$ cat config.mk
export PLATFORM = sky130hd
export DESIGN_NAME = register_file_mp
export DESIGN_NICKNAME = d
export VERILOG_FILES = /design/src/rtl/register_file_mp.sv
export SDC_FILE = /design/constraint.sdc
export NUM_CORES = 2
export LEC_CHECK = 0
export ABC_AREA = 1
export CAP_MARGIN = 20
export CELL_PAD_IN_SITES_DETAIL_PLACEMENT = 0
export CELL_PAD_IN_SITES_GLOBAL_PLACEMENT = 1
export CORE_UTILIZATION = 42
export DETAILED_ROUTE_END_ITERATION = 7
export HOLD_SLACK_MARGIN = 0.03
export PLACE_DENSITY_LB_ADDON = 0.05
export SYNTH_ARGS = -nofsm -noshare
export SYNTH_HDL_FRONTEND = slang
export SYNTH_SLANG_ARGS = --single-unit
$ cat constraint.sdc
create_clock -name clk -period 2.4 [get_ports clk]
set_input_delay 0.48 -clock clk [delete_from_list [all_inputs] [get_ports clk]]
set_output_delay 0.48 -clock clk [all_outputs]
set_load 0.005 [all_outputs]
$ cat src/rtl/register_file_mp.sv
`default_nettype none
// ============================================================================
//  Module      : register_file_mp
//  Description : Multi-read-port register file with hard-wired zero register,
//                optional write-to-read forwarding and a sequential clear
//                engine that walks the file restoring reset contents.
//  Revision    : 1.0 - initial release
// ============================================================================
module register_file_mp #(
    parameter int                DATA_W  = 32,
    parameter int                ADDR_W  = 5,
    parameter int                NUM_RD  = 2,
    parameter int                BYPASS  = 1,
    parameter int                SP_IDX  = 2,
    parameter logic [DATA_W-1:0] SP_INIT = DATA_W'('h1001_03FC)
) (
    input  logic                     clk,
    input  logic                     reset,
    input  logic                     wr_en_i,
    input  logic [ADDR_W-1:0]        wr_addr_i,
    input  logic [DATA_W-1:0]        wr_data_i,
    input  logic [NUM_RD*ADDR_W-1:0] rd_addr_i,
    output logic [NUM_RD*DATA_W-1:0] rd_data_o,
    input  logic                     clr_req_i,
    output logic                     clr_busy_o,
    output logic                     wr_drop_o
);

    localparam int                DEPTH       = 2 ** ADDR_W;
    localparam logic [ADDR_W-1:0] c_last_idx  = ADDR_W'(DEPTH - 1);
    localparam logic [ADDR_W-1:0] c_first_clr = ADDR_W'(1);
    localparam bit                c_bypass_en = (BYPASS != 0);

    typedef enum logic [0:0] {
        IDLE  = 1'b0,
        CLEAR = 1'b1
    } state_t;

    // Value a register holds after reset or after the clear engine visits it.
    function automatic logic [DATA_W-1:0] f_reset_val(input int idx);
        return (idx == SP_IDX) ? SP_INIT : '0;
    endfunction

    logic [DATA_W-1:0] r_regs [DEPTH];
    state_t            r_state;
    logic [ADDR_W-1:0] r_cnt;
    logic              r_busy;
    logic              r_drop;

    logic              w_addr_nz;
    logic              w_wr_commit;
    logic              w_wr_drop;

    // A write request to a real register either lands (IDLE) or is dropped
    // (CLEAR); index 0 requests are silently ignored in both states.
    assign w_addr_nz   = (wr_addr_i != '0);
    assign w_wr_commit = wr_en_i && w_addr_nz && (r_state == IDLE);
    assign w_wr_drop   = wr_en_i && w_addr_nz && (r_state == CLEAR);

    // Storage, clear sequencer and registered status flags.
    always_ff @(posedge clk or negedge reset) begin
        if (!reset) begin
            for (int i = 0; i < DEPTH; i++) begin
                r_regs[i] <= f_reset_val(i);
            end
            r_state <= IDLE;
            r_cnt   <= '0;
            r_busy  <= 1'b0;
            r_drop  <= 1'b0;
        end else begin
            r_drop <= w_wr_drop;
            case (r_state)
                IDLE: begin
                    // A write coinciding with a clear request still lands;
                    // the clear engine overwrites it when it gets there.
                    if (w_wr_commit) begin
                        r_regs[wr_addr_i] <= wr_data_i;
                    end
                    if (clr_req_i) begin
                        r_state <= CLEAR;
                        r_cnt   <= c_first_clr;
                        r_busy  <= 1'b1;
                    end
                end
                CLEAR: begin
                    // Register 0 is never stored-to, so the walk starts at 1.
                    r_regs[r_cnt] <= f_reset_val(int'(r_cnt));
                    if (r_cnt == c_last_idx) begin
                        // Leave before the counter could wrap; it is
                        // reloaded on the next clear request.
                        r_state <= IDLE;
                        r_busy  <= 1'b0;
                    end else begin
                        r_cnt <= r_cnt + c_first_clr;
                    end
                end
                default: begin
                    r_state <= IDLE;
                    r_busy  <= 1'b0;
                end
            endcase
        end
    end

    // Independent combinational read ports.
    for (genvar k = 0; k < NUM_RD; k++) begin : g_rd
        logic [ADDR_W-1:0] w_addr;
        logic              w_fwd;
        logic [DATA_W-1:0] w_data;

        assign w_addr = rd_addr_i[k*ADDR_W +: ADDR_W];
        // Forwarding only ever applies to writes that will actually commit.
        assign w_fwd  = c_bypass_en && w_wr_commit && (w_addr == wr_addr_i);
        assign w_data = (w_addr == '0) ? '0 :
                        w_fwd          ? wr_data_i :
                                         r_regs[w_addr];
        assign rd_data_o[k*DATA_W +: DATA_W] = w_data;
    end

    assign clr_busy_o = r_busy;
    assign wr_drop_o  = r_drop;

endmodule
`default_nettype wire

==> run metrics <==
first-pass GRT wire length 458000 um; CTS tree built; synth cell count leaders 2218 x nand2_1, 1525 x nand3_1, 1172 x o21ai_0, 1066 x a21oi_1, 1022 x dfrtp_1; post-synthesis sequential area ratio 41.4%; failing checks design-rule violations, negative setup slack; Pleak 38.7 nW; final hold slack 0.180 ns; post-layout util 55.3%; status finished, violations left; fmax 335 MHz; Crit Path Class register to primary output; layout net count 9822; Multi-input gate area 31700 um^2; Min-Delay Path Class input pin to async pin; 1st-iter DRT viols 8647; Tot Pwr 64.2 mW; CTS max path bufs 3; Final Skew 0.0270 ns; mean post-synth cell area 6.69 um^2; Pre-Repair DR Iteration Count 8; Syn-to-layout area delta 30.9%; CP max FO 6; Register Area 25800 um^2; Reg clk slew, reported paths 0.07 ns; full die area 150000 um^2; DR WL/cell 27.1 um; CTS buffer count 131; Yosys top cell by area dfrtp_1; worst r2r path cells 6; filler cell count 14200; #FFs+latches synth 1032; final WL 320000 um; largest net degree at the start of global routing 96; Yosys cell types 37; vias after detailed routing 70300; Final Critical Period 2.99 ns; vias in the first global route 65300; fin. max-slew vios 0; maximum capacitance violations 0; met3 Use GR 8.51%; Port Buffers 116; maximum level of the CTS H-tree 4; Top FF cell, synth dfrtp_1; grt met1 use 56.8%; ys async rst share 100%; Clk Latency, worst-skew pair 0.79 ns; end of the critical path rd_data_o[2]; pwr/cell area 785 nW/um^2; final setup fails 64; gr usage total 41.3%; Max transition margin 50.6%; CP endpoint kind primary output; DP Wirelength 207000 um; Root Driver clkbuf_16; busiest layer in global routing met2; critical path launch point r_state; post-synthesis cell count 9330; initial core utilization 42.3%; die width 387 um; drt drc 4; Synth top area share 41.0%; RSZ-0062 raised after global routing yes; RR Startpoint r_cnt[0]; Hold Fails Final Rpt 0; Tcrit/Tclk final 124%; EDFF count, synth 0; layout cells sized above 1 18.2%; Die Ht 387 um; Max IR drop VDD 742 uV; ANT nets after route 0; CORE AREA 148000 um^2; initial antenna violation count 9; global route overflow 0; net count after synthesis 9386; FF-to-FF setup slack 0.11 ns; Warnings, synthesis 0; most frequent cell after synthesis nand2_1; top cells by area, synth dfrtp_1 41%, nand2_1 13%, nand3_1 12%; met2 GRT Util 60.4%; Ports 117; Rows 141; worst setup margin -0.587 ns; worst-margin pin slew 0.740 ns; Reg2Reg Capture Point r_regs[661]; GPL Wtd Cong 0.954; CTS sink cnt 1032; Vias/cell 5.96; Worst EP arrival 2.51 ns; WP data required 1.92 ns; synthesized area 62400 um^2; crit start category register
==> how the worst min path moves through the flow <==
stage	to	slack, ns	cells after the start
2_1_floorplan	clr_busy_o	0.18	0
3_3_place_gp	r_regs[741]	0.38	1
3_5_place_dp	r_regs[741]	0.38	1
4_1_cts	r_regs[741]	0.16	2
5_1_grt	r_regs[741]	0.20	2
6_report	r_regs[741]	0.18	2
==> placed cells by master, fill, tap and decap left out, types with 20 or more instances in the layout <==
cell type and count:
inv_2 39, inv_1 972, buf_16 24, o21ai_2 59, nand3_1 1419, nand2_1 2108
buf_4 588, clkdlybuf4s50_1 36, nand3_4 37, nand3_2 70, buf_2 45, o21ai_1 50
nand2_2 94, buf_12 307, clkbuf_8 27, o211ai_1 20, clkbuf_16 144, buf_6 76
nor2_4 43, dfrtp_1 1020, nor2_2 59, clkbuf_1 38, o22ai_1 21, a21oi_1 1017
nor2_1 249, o21ai_0 1072, a21oi_2 43
==> routing by layer <==
layer | wire length (um) | share of wire, %
met1 | 129000 | 40
met2 | 134000 | 42
met3 | 35100 | 11
met4 | 21200 | 6.6
met5 | 88 | 0.028
==> timing repair <==
| item | CTS | global route |
|---|---|---|
| setup endpoints to repair | 64 | 64 |
| gates cloned | 21 | 11 |
| setup buffers | 75 | 53 |
| hold buffers | 1 | 0 |
| pin swaps | 68 | 119 |
| hold endpoints to repair | 198 | 0 |
| resized for setup | 659 | 334 |
==> cell families (layout without fill, tap and decap cells) <==
group | count (synthesis) | in the layout | synth area share, %
simple gates | 4113 | 4113 | 27.9
compound gates | 2328 | 2328 | 19.1
buf+inv | 1846 | 2378 | 11.4
flops | 1032 | 1032 | 41.4
xor+xnor | 6 | 6 | 0.0842
fa+ha+maj | 5 | 5 | 0.100
other cells | 0 | 3 | 0
==> power breakdown <==
part	internal (mW)	switching [mW]
registers	20.8	1.53
clock network	11.7	8.37
logic	7.37	14.4
total	39.9	24.3
==> final cells by class <==
type,instances,share of cell area [%]
tap,1930,2.96
timing repair buffer,1129,16.6
clock inverter,29,0.418
timing repair inverter,2,0.0245
multi-input combinational,6452,38.9
clock buffer,200,4.77
antenna,3,0.00919
sequential,1032,31.6
inverter,1018,4.76
==> critical path, stage by stage (launching register included) <==
cell and delay (ns):
dfrtp_2 0.44, nor2_4 0.16, buf_6 0.14, nand2_8 0.07, buf_12 0.14, buf_12 0.13
buf_16 0.14, buf_12 0.12, o21ai_2 0.10, inv_1 0.04, nand2_1 0.06, inv_1 0.04
buf_2 0.12
==> flip-flops by register name (all words and copies together), names as in the netlist <==
name / flops
clr_busy_o: 1
r_regs: 1024
r_state: 1
wr_drop_o: 1
r_cnt: 5
==> through the flow <==
stage | instances | setup slack [ns] | TNS [ns] | area (um^2)
2_1_floorplan | 9330 | 0.00544 | 0 | 62400
3_3_place_gp | 11400 | -1.05 | -305.73 | 73500
3_5_place_dp | 11400 | -1.07 | -342.19 | 73500
4_1_cts | 11700 | -0.785 | -32.79 | 80200
5_1_grt | 11800 | -0.663 | -32.00 | 81700
6_report | 11800 | -0.587 | -28.58 | 81700
Power figures use the tool's default switching activity.
